**src/rtl/pong_game_sequencer_if.sv**
```systemverilog
// Control/status bundle between the Pong game-flow sequencer and the
// button, goal-detector and paddle/ball/VGA blocks around it.
interface pong_game_sequencer_if;
  logic       Reset;
  logic       Pause;
  logic       P1_Press;
  logic       P2_Press;
  logic       frame_tick;
  logic [1:0] goal;
  logic [2:0] state;
  logic       paddle_en;
  logic       ball_en;
  logic       ball_hold;
  logic       serve_player;
  logic [3:0] p1_score;
  logic [3:0] p2_score;
  logic [1:0] winner;

  modport master (
    output Reset, Pause, P1_Press, P2_Press, frame_tick, goal,
    input  state, paddle_en, ball_en, ball_hold, serve_player,
           p1_score, p2_score, winner
  );

  modport slave (
    input  Reset, Pause, P1_Press, P2_Press, frame_tick, goal,
    output state, paddle_en, ball_en, ball_hold, serve_player,
           p1_score, p2_score, winner
  );
endinterface

```
**src/rtl/pong_game_sequencer.sv**
```systemverilog
// Pong game-flow controller: sequences serve/rally/point/pause/game-over,
// owns the scores and serve selection, and issues paddle/ball update enables.
module pong_game_sequencer #(
  parameter int WIN_SCORE    = 9,
  parameter int POINT_FRAMES = 60,
  parameter int BALL_DIV     = 1
) (
  input logic                  clk,
  input logic                  Reset_n,
  pong_game_sequencer_if.slave bus
);
  typedef enum logic [2:0] {
    S_SERVE  = 3'd0,
    S_RALLY  = 3'd1,
    S_POINT  = 3'd2,
    S_PAUSED = 3'd3,
    S_OVER   = 3'd4
  } state_t;

  localparam logic [3:0] WIN_L   = 4'(WIN_SCORE);
  localparam logic [7:0] POINT_L = 8'(POINT_FRAMES);
  localparam logic [3:0] DIV_L   = 4'(BALL_DIV - 1);

  // Button bit order: [3] Reset, [2] Pause, [1] P1_Press, [0] P2_Press
  logic [3:0] btn_p0, btn_p1, btn_p2, btn_ev;
  logic [1:0] goal_v, goal_prev;
  logic       goal_ev, serve_ev;

  state_t     state_q, state_d, saved_q, saved_d;
  logic [3:0] p1_q, p1_d, p2_q, p2_d;
  logic [1:0] win_q, win_d;
  logic       serve_q, serve_d;
  logic       pad_q, pad_d, ball_q, ball_d, hold_q, hold_d;
  logic [7:0] point_q, point_d;
  logic [3:0] div_q, div_d;

  assign btn_ev  = btn_p1 & ~btn_p2;
  assign goal_v  = (bus.goal == 2'd3) ? 2'd0 : bus.goal;
  assign goal_ev = (goal_v != 2'd0) && (goal_prev == 2'd0);

  always_ff @(posedge clk or negedge Reset_n) begin
    if (!Reset_n) begin
      btn_p0    <= '0;
      btn_p1    <= '0;
      btn_p2    <= '0;
      goal_prev <= '0;
      state_q   <= S_SERVE;
      saved_q   <= S_SERVE;
      p1_q      <= '0;
      p2_q      <= '0;
      win_q     <= '0;
      serve_q   <= 1'b0;
      pad_q     <= 1'b0;
      ball_q    <= 1'b0;
      hold_q    <= 1'b1;
      point_q   <= '0;
      div_q     <= '0;
    end else begin
      // Two synchronizer stages, then the previous-value flop for edge detection
      btn_p0    <= {bus.Reset, bus.Pause, bus.P1_Press, bus.P2_Press};
      btn_p1    <= btn_p0;
      btn_p2    <= btn_p1;
      goal_prev <= goal_v;
      state_q   <= state_d;
      saved_q   <= saved_d;
      p1_q      <= p1_d;
      p2_q      <= p2_d;
      win_q     <= win_d;
      serve_q   <= serve_d;
      pad_q     <= pad_d;
      ball_q    <= ball_d;
      hold_q    <= hold_d;
      point_q   <= point_d;
      div_q     <= div_d;
    end
  end

  always_comb begin
    state_d  = state_q;
    saved_d  = saved_q;
    p1_d     = p1_q;
    p2_d     = p2_q;
    win_d    = win_q;
    serve_d  = serve_q;
    point_d  = point_q;
    div_d    = div_q;
    pad_d    = 1'b0;
    ball_d   = 1'b0;
    serve_ev = serve_q ? btn_ev[0] : btn_ev[1];
    if (btn_ev[3]) begin
      state_d = S_SERVE;
      saved_d = S_SERVE;
      p1_d    = '0;
      p2_d    = '0;
      win_d   = '0;
      serve_d = 1'b0;
      point_d = '0;
      div_d   = '0;
    end else begin
      unique case (state_q)
        S_SERVE: begin
          pad_d = bus.frame_tick & ~pad_q;
          if (serve_ev) begin
            state_d = S_RALLY;
            div_d   = '0;
          end else if (btn_ev[2]) begin
            state_d = S_PAUSED;
            saved_d = S_SERVE;
          end
        end
        S_RALLY: begin
          pad_d = bus.frame_tick & ~pad_q;
          if (bus.frame_tick) begin
            if (div_q == DIV_L) begin
              div_d  = '0;
              ball_d = ~ball_q;
            end else begin
              div_d = div_q + 4'd1;
            end
          end
          // A goal outranks a simultaneous pause; the pause is simply lost
          if (goal_ev) begin
            if (goal_v == 2'd2) begin
              p1_d    = p1_q + 4'd1;
              serve_d = 1'b0;
              if (p1_d == WIN_L) win_d = 2'd1;
            end else begin
              p2_d    = p2_q + 4'd1;
              serve_d = 1'b1;
              if (p2_d == WIN_L) win_d = 2'd2;
            end
            if (win_d != 2'd0) begin
              state_d = S_OVER;
            end else begin
              state_d = S_POINT;
              point_d = POINT_L;
            end
          end else if (btn_ev[2]) begin
            state_d = S_PAUSED;
            saved_d = S_RALLY;
          end
        end
        S_POINT: begin
          if (bus.frame_tick) begin
            point_d = point_q - 8'd1;
            if (point_q <= 8'd1) state_d = S_SERVE;
          end
        end
        S_PAUSED: begin
          if (btn_ev[2]) state_d = saved_q;
        end
        S_OVER: begin
          if (btn_ev[1] || btn_ev[0]) begin
            state_d = S_SERVE;
            p1_d    = '0;
            p2_d    = '0;
            win_d   = '0;
            serve_d = 1'b0;
          end
        end
        default: state_d = S_SERVE;
      endcase
    end
    hold_d = (state_d == S_SERVE) || ((state_d == S_PAUSED) && (saved_d == S_SERVE));
  end

  assign bus.state        = state_q;
  assign bus.paddle_en    = pad_q;
  assign bus.ball_en      = ball_q;
  assign bus.ball_hold    = hold_q;
  assign bus.serve_player = serve_q;
  assign bus.p1_score     = p1_q;
  assign bus.p2_score     = p2_q;
  assign bus.winner       = win_q;
endmodule
```
**src/flat_wrapper.sv**
```systemverilog
// flat-port wrapper written by rule: the top's interface ports become plain ports
module pong_game_sequencer_flat 
#(
  parameter int WIN_SCORE    = 9,
  parameter int POINT_FRAMES = 60,
  parameter int BALL_DIV     = 1
)
  (clk, Reset_n, bus_Reset, bus_Pause, bus_P1_Press, bus_P2_Press, bus_frame_tick, bus_goal, bus_state, bus_paddle_en, bus_ball_en, bus_ball_hold, bus_serve_player, bus_p1_score, bus_p2_score, bus_winner);
  pong_game_sequencer_if bus_i ();
  input logic clk;
  input logic Reset_n;
  input wire logic [$bits(bus_i.Reset)-1:0] bus_Reset;
  input wire logic [$bits(bus_i.Pause)-1:0] bus_Pause;
  input wire logic [$bits(bus_i.P1_Press)-1:0] bus_P1_Press;
  input wire logic [$bits(bus_i.P2_Press)-1:0] bus_P2_Press;
  input wire logic [$bits(bus_i.frame_tick)-1:0] bus_frame_tick;
  input wire logic [$bits(bus_i.goal)-1:0] bus_goal;
  output wire logic [$bits(bus_i.state)-1:0] bus_state;
  output wire logic [$bits(bus_i.paddle_en)-1:0] bus_paddle_en;
  output wire logic [$bits(bus_i.ball_en)-1:0] bus_ball_en;
  output wire logic [$bits(bus_i.ball_hold)-1:0] bus_ball_hold;
  output wire logic [$bits(bus_i.serve_player)-1:0] bus_serve_player;
  output wire logic [$bits(bus_i.p1_score)-1:0] bus_p1_score;
  output wire logic [$bits(bus_i.p2_score)-1:0] bus_p2_score;
  output wire logic [$bits(bus_i.winner)-1:0] bus_winner;
  assign bus_i.Reset = bus_Reset;
  assign bus_i.Pause = bus_Pause;
  assign bus_i.P1_Press = bus_P1_Press;
  assign bus_i.P2_Press = bus_P2_Press;
  assign bus_i.frame_tick = bus_frame_tick;
  assign bus_i.goal = bus_goal;
  assign bus_state = bus_i.state;
  assign bus_paddle_en = bus_i.paddle_en;
  assign bus_ball_en = bus_i.ball_en;
  assign bus_ball_hold = bus_i.ball_hold;
  assign bus_serve_player = bus_i.serve_player;
  assign bus_p1_score = bus_i.p1_score;
  assign bus_p2_score = bus_i.p2_score;
  assign bus_winner = bus_i.winner;
  pong_game_sequencer #(.WIN_SCORE(WIN_SCORE), .POINT_FRAMES(POINT_FRAMES), .BALL_DIV(BALL_DIV)) u_core (.clk(clk), .Reset_n(Reset_n), .bus(bus_i));
endmodule
```
**config.mk**
```make
export PLATFORM = sky130hd
export DESIGN_NAME = pong_game_sequencer_flat
export DESIGN_NICKNAME = d
export VERILOG_FILES = /design/src/rtl/pong_game_sequencer_if.sv /design/src/rtl/pong_game_sequencer.sv /design/src/flat_wrapper.sv
export SDC_FILE = /design/constraint.sdc
export NUM_CORES = 1
export LEC_CHECK = 0
export BUFFER_PORTS_ARGS = -buffer_cell sky130_fd_sc_hd__buf_2
export CAP_MARGIN = 10
export CORE_MARGIN = 4
export CORE_UTILIZATION = 45
export DETAILED_ROUTE_END_ITERATION = 8
export PLACE_DENSITY_LB_ADDON = 0.08
export SLEW_MARGIN = 20
export SYNTH_ARGS = -nofsm -noshare
export SYNTH_HDL_FRONTEND = slang
export SYNTH_SLANG_ARGS = --single-unit
```
**constraint.sdc**
```tcl
create_clock -name clk -period 5.3 [get_ports clk]
set_clock_uncertainty 0.15 [all_clocks]
set_input_delay 0.53 -clock clk [delete_from_list [all_inputs] [get_ports clk]]
set_output_delay 0.53 -clock clk [all_outputs]
set_load 0.1 [all_outputs]
```
Word level (Yosys, flattened, before mapping):

Index checks and enable logic that the tools add are counted.

* flip-flop bits (word level): 46
* output and inout port bits: 17
* logic and storage cells: 120

* $add $sub $neg: 4
* magnitude comparators: 1
* equality and inequality tests: 17
* mux-type cells: 58
* bitwise logic cells: 5
* reduce and logical (&&, ||, !) cells: 20

Operators with widths (number)
* $mux W4: 11
* $mux W3: 14
* $mux W8: 4
* $pmux W4 S2: 3
* $mux W2: 10
* $pmux W8 S2: 1
* $pmux W3 S5: 1
* $add A4 B1 Y4 const B: 3
* $ne A3 B1 Y1 const B: 4
* $ne A3 B2 Y1 const B: 4
* $reduce_and A4 Y1: 3
* $mux W1: 11
* $eq A3 B2 Y1 const B: 3
* $logic_not A3 Y1: 3
* $reduce_bool A3 Y1: 3
* $eq A4 B4 Y1 const B: 2
* $le A8 B1 Y1 const B: 1
* $sub A8 B1 Y8 const B: 1
* $pmux W3 S2: 1
* $reduce_and A3 Y1: 2
* $and A4 B4 Y4: 1
* $eq A2 B2 Y1 const B: 2
* $logic_not A4 Y1: 1
* $not A4 Y4: 1
* 11 further kinds: 15

Longest topological paths before layout:

* depth in word-level cells: 15
* gate-level depth with buffers: 8
* depth with buffers taken out: 8

Least setup slack after synthesis:

Ideal clock, no wire load.

* path kind: register to register
* start: reg u_core.p1_q[0] (netlist: u_core.bus.p1_score[0])
* end: reg u_core.hold_q (netlist: u_core.bus.ball_hold)
* arrival: 2520 ps
* data required time: 5046 ps
* slack: 2526 ps
* stages on the path, launching flop included: 8
* path buffers: 0
* period minus slack after synthesis: 2774 ps
* cells stage by stage: dfrtp_1 inv_1 ha_1 and3_1 a211o_1 o31a_2 a211oi_1 a211oi_2

* word-level cells in the longest chain between the ends: 15

Ends and longest elaborated chain
* start, declared: line pong_game_sequencer.sv:30 `logic [3:0] p1_q, p1_d, p2_q, p2_d;`
* start signal, assigned: line pong_game_sequencer.sv:66 `p1_q <= p1_d;`
* $add A4 B1 Y4 (*): line pong_game_sequencer.sv:124 `p1_d = p1_q + 4'd1;`
* $eq A4 B4 Y1 (*): line pong_game_sequencer.sv:126 `if (p1_d == WIN_L) win_d = 2'd1;`
* $mux W2 (*): line pong_game_sequencer.sv:126
* $mux W2 (*): line pong_game_sequencer.sv:123 `if (goal_v == 2'd2) begin`
* $mux W2 (*): line pong_game_sequencer.sv:122 `if (goal_ev) begin`
* $mux W2 (*): line pong_game_sequencer.sv:100 `unique case (state_q)`
* $mux W2 (*): line pong_game_sequencer.sv:90 `if (btn_ev[3]) begin`
* $reduce_bool A2 Y1 (*): line pong_game_sequencer.sv:132 `if (win_d != 2'd0) begin`
* $mux W3 (*): line pong_game_sequencer.sv:132
* $mux W3 (*): line pong_game_sequencer.sv:122
* $pmux W3 S5 (*): line pong_game_sequencer.sv:100
* $mux W3 (*): line pong_game_sequencer.sv:90
* $eq A3 B2 Y1: line pong_game_sequencer.sv:164 `hold_d = (state_d == S_SERVE) || ((state_d == S_PAUSED) && (saved_d == S_SERVE));`
* $logic_and A1 B1 Y1: line pong_game_sequencer.sv:164
* $logic_or A1 B1 Y1 (*): line pong_game_sequencer.sv:164
* net u_core.hold_d: line pong_game_sequencer.sv:33 `logic pad_q, pad_d, ball_q, ball_d, hold_q, hold_d;`
* end signal, assigned: line pong_game_sequencer.sv:72 `hold_q <= hold_d;`
* end, declared: line pong_game_sequencer.sv:33

Mark *: on every way through the listed nets, which the timed path passes. The rest lies on a longest branch. The select of a mux whose other input is x is not followed.
A chain may end at the register's enable or synchronous reset.

Worst setup path after layout:

* start: in bus_goal[0]
* end: reg u_core.point_q[5]

* word-level cells in the longest chain between the ends: 10

Ends and longest elaborated chain
* start, declared: line flat_wrapper.sv:17 `input wire logic [$bits(bus_i.goal)-1:0] bus_goal;`
* $eq A2 B2 Y1: line pong_game_sequencer.sv:38 `assign goal_v = (bus.goal == 2'd3) ? 2'd0 : bus.goal;`
* $mux W2 (*): line pong_game_sequencer.sv:38
* $eq A2 B2 Y1: line pong_game_sequencer.sv:123
* $mux W2: line pong_game_sequencer.sv:123
* $mux W2: line pong_game_sequencer.sv:122
* $mux W2: line pong_game_sequencer.sv:100
* $mux W2: line pong_game_sequencer.sv:90
* $reduce_bool A2 Y1: line pong_game_sequencer.sv:132
* $ne A3 B2 Y1 (no line)
* $reduce_and A4 Y1 (no line) (*)
* end signal, assigned: line pong_game_sequencer.sv:73 `point_q <= point_d;`
* end, declared: line pong_game_sequencer.sv:34 `logic [7:0] point_q, point_d;`

Every way passes the cells marked *; elsewhere a longest branch is shown, timed or not. The select of a mux whose other input is x is not followed.

==> key figures <==
Status
  – Status: complete, no violations

Power and ir drop
  – Total power: 1330 uW
  – VDD IR max: 441 uV
  – Sequential power share: 0.363
  – Internal Power: 768 uW
  – Static leakage: 0.00129 uW
  – Net Sw Frac: 0.423
  – Net Switching: 563 uW
  – Comb power frac: 0.398
  – PD cells: 478 nW/um^2
  – Clk network pwr share: 0.239

Die
  – # rows: 26
  – I/O pins: 26
  – Die Width: 81.7 um
  – Initial Util: 0.473
  – Core ar.: 5170 um^2
  – Die H: 81.7 um
  – Die area: 6680 um^2

CTS
  – Post-CTS sizing: 0
  – H-tree Lvls: 2
  – Clock input transition at the sequential cells of the worst setup and hold paths: 0.08 ns
  – CTS buffer count: 5
  – Worst-Skew Late Latency: 0.29 ns
  – CTS tree: built
  – Hold-fix buffers at CTS: 0
  – Clk root buf: clkbuf_8
  – Clk sinks: 46
  – # Post-CTS Setup Buffers: 0
  – Max clock buf depth: 2

Logic synthesis
  – Mapped Area: 2440 um^2
  – Seq/Total Area, Yosys: 0.471
  – Area leader, netlist: dfrtp_1
  – Top_reg_cell synth: dfrtp_1
  – Post-synthesis net count: 270
  – Synth top area cells: dfrtp_1 (46%), ha_1 (5.1%), nor2_1 (3.4%), o21ai_0 (3.3%), nand2_1 (3.2%)
  – Ys Warns: 0
  – Yosys cell types: 54
  – Synth Register Bits: 46
  – Async SR Flop Fraction: 1.00
  – Share of the synthesized area in the top cell type: 0.461
  – Average cell area after synthesis: 9.74 um^2
  – Number of synthesized flops with an enable pin: 0
  – Cell count after synthesis: 251

STA
  – Final Setup Violations: 0
  – Slew HR: 0.336
  – Final worst-path cycle share: 0.515
  – Final hold vios: 0
  – FMAX: 367 MHz
  – Worst-Margin Slew: 0.989 ns
  – Worst hold slack: 0.0775 ns
  – Fin Setup TNS: 0 ns
  – RSZ-0062 raised after global routing: false
  – Fin. max-slew vios: 0
  – Final min period: 2.73 ns

Critical path
  – Max incr delay on CP: 0.77 ns
  – Worst Path Arrival: 2.78 ns
  – Crit. End Element: flop
  – WS Path Type: primary input to flop
  – Flop-to-flop setup slack: 2.80 ns
  – Critical Path RT: 5.35 ns
  – CP cell instances: buf_2 > inv_1 > ha_1 > nor3_1 > nand2_1 > o31ai_4 > a21oi_1 > a311oi_1
  – Crit-path slowest cell: nor3_1
  – Crit path launch type: primary input
  – Worst Path Max Fanout: 8

GRT
  – Grt total ovfl: 0
  – Total GRT Usage: 0.170
  – First-pass GRT wire length: 8680 um
  – Largest net degree at the start of global routing: 47
  – Vias in the first global route: 1803
  – Initial antenna violation count: 0

Place
  – DP Area: 2640 um^2
  – Gpl congestion: 0.768
  – Dpl cells: 341
  – Port Buf Inserts: 25
  – Final HPWL DP: 3670 um

Routing
  – WL/cell: 14.5 um
  – Drt via density: 5.48
  – 1st-iter DRT viols: 77
  – DR vias: 1913
  – First-pass DRT Iterations: 4
  – Detail Route Antenna Nets: 0
  – Number of remaining DRC errors: 0
  – Routed Wire Length: 5070 um

Cells and area
  – Fillcell total: 471
  – Area delta synth->final: 14.0%
  – Design area: 2790 um^2
  – Share of cells above drive strength 1: 0.161
  – Antenna fix cells: 0
  – Final Non-Filler Cells: 349
  – Final-stage net count: 297

Min path
  – Hold Crit Class: primary input to asynchronous set/reset pin

Flow run
  – Max cap viols: 0
-- Yosys cell counts (all sizes together), types with 2 or more instances --
library cell and instances:
o22ai 2, or2 4, mux2 2, nor4 2, and3 3, or4 3, a21oi 12, or3 7
nor3b 2, a21o 3, nand3b 2, a311oi 3, or3b 2, inv 13, nor2 22, nor2b 7
ha 10, dfrtp 45, and2 6, and4b 3, a211o 2, a211oi 2, a22o 4, a32oi 2
o21ai 22, nor3 5, o31ai 4, nand3 3, nand2b 6, clkbuf 6, a31oi 5, nand2 21
-- per-stage QoR --
step                      utilization  setup slack, ns
final                           0.539             2.57
after global routing            0.539             2.38
after CTS                       0.538             2.55
after detailed placement        0.511             2.22
after global placement          0.511             2.39
after floorplan                     -             2.53
-- path summary, 6_finish.rpt --
path	from	to	cells after the start
min	Reset_n	u_core.div_q[0]$_DFFE_PN0P_	1
max in group asynchronous	Reset_n	u_core.point_q[1]$_DFFE_PN0P_	1
min reg2reg	u_core.btn_p0[0]$_DFF_PN0_	u_core.btn_p1[0]$_DFF_PN0_	0
max reg2reg	u_core.goal_prev[1]$_DFF_PN0_	u_core.point_q[5]$_DFFE_PN0P_	5
max	bus_goal[0]	u_core.point_q[5]$_DFFE_PN0P_	8
min in group clk	bus_P2_Press	u_core.btn_p0[0]$_DFF_PN0_	1
-- registers in the layout, indices dropped and copies added, names as in the netlist, 2 cells and up --
signal,count
u_core.btn_p0,4
u_core.btn_p1,4
u_core.btn_p2,4
u_core.bus.p1_score,4
u_core.bus.p2_score,4
u_core.bus.state,3
u_core.bus.winner,2
u_core.div_q,4
u_core.goal_prev,2
u_core.point_q,8
u_core.saved_q,3
-- worst max-delay path, delay by kind of cell --
| kind | cells | cell delay [ns] |
|---|---|---|
| AOI/OAI and AO/OA | 3 | 0.79 |
| adders and majority gates | 1 | 0.31 |
| and+or+nand+nor | 2 | 1.02 |
| buffers and inverters | 2 | 0.13 |
-- per-layer routing --
metal,track usage,vias up,share of wire
li1,-,968,-
met1,0.239,912,0.51
met2,0.262,31,0.45
met3,0.0406,2,0.035
met4,0.0482,0,0.0049
met5,0,-,0
-- power by group through the flow --
stage	Clock (uW)	Sequential [uW]	Combinational (uW)
2_1_floorplan	0	638	267
3_3_place_gp	0	492	529
3_5_place_dp	0	489	530
4_1_cts	328	484	532
5_1_grt	340	497	574
6_report	318	484	529
-- placed cells by master, fill, tap and decap left out, types with 7 or more instances in the layout --
master   Yosys  layout
dfrtp_1     45      45
buf_2        0      24
nor2_1      22      22
nand2_1     21      21
o21ai_0     16      16
inv_1       13      13
a21oi_1     12      12
ha_1        10      10
nor2b_1      7       7
or3_1        7       7
-- layout make-up --
cell class                 count  area, um^2  share of cell area
inverter                      13        48.8              0.0175
sequential                    46        1150               0.413
multi-input combinational    186        1220               0.438
timing repair buffer          26         135              0.0485
tap                           70        87.6              0.0314
clock buffer                   6        82.6              0.0296
clock inverter                 2        60.1              0.0215
-- cell families (layout without fill, tap and decap cells) --
group / Yosys count / after routing / synth area share
and+or+nand+nor: 103 / 103 / 0.230
buffers and inverters: 19 / 47 / 0.0292
AOI/OAI and AO/OA: 69 / 69 / 0.202
DFF: 46 / 46 / 0.471
adders and majority gates: 10 / 10 / 0.0512
xor gates and xnor gates: 1 / 1 / 0.00358
muxes: 3 / 3 / 0.0133
No activity file was read; power rests on OpenSTA's default activity.
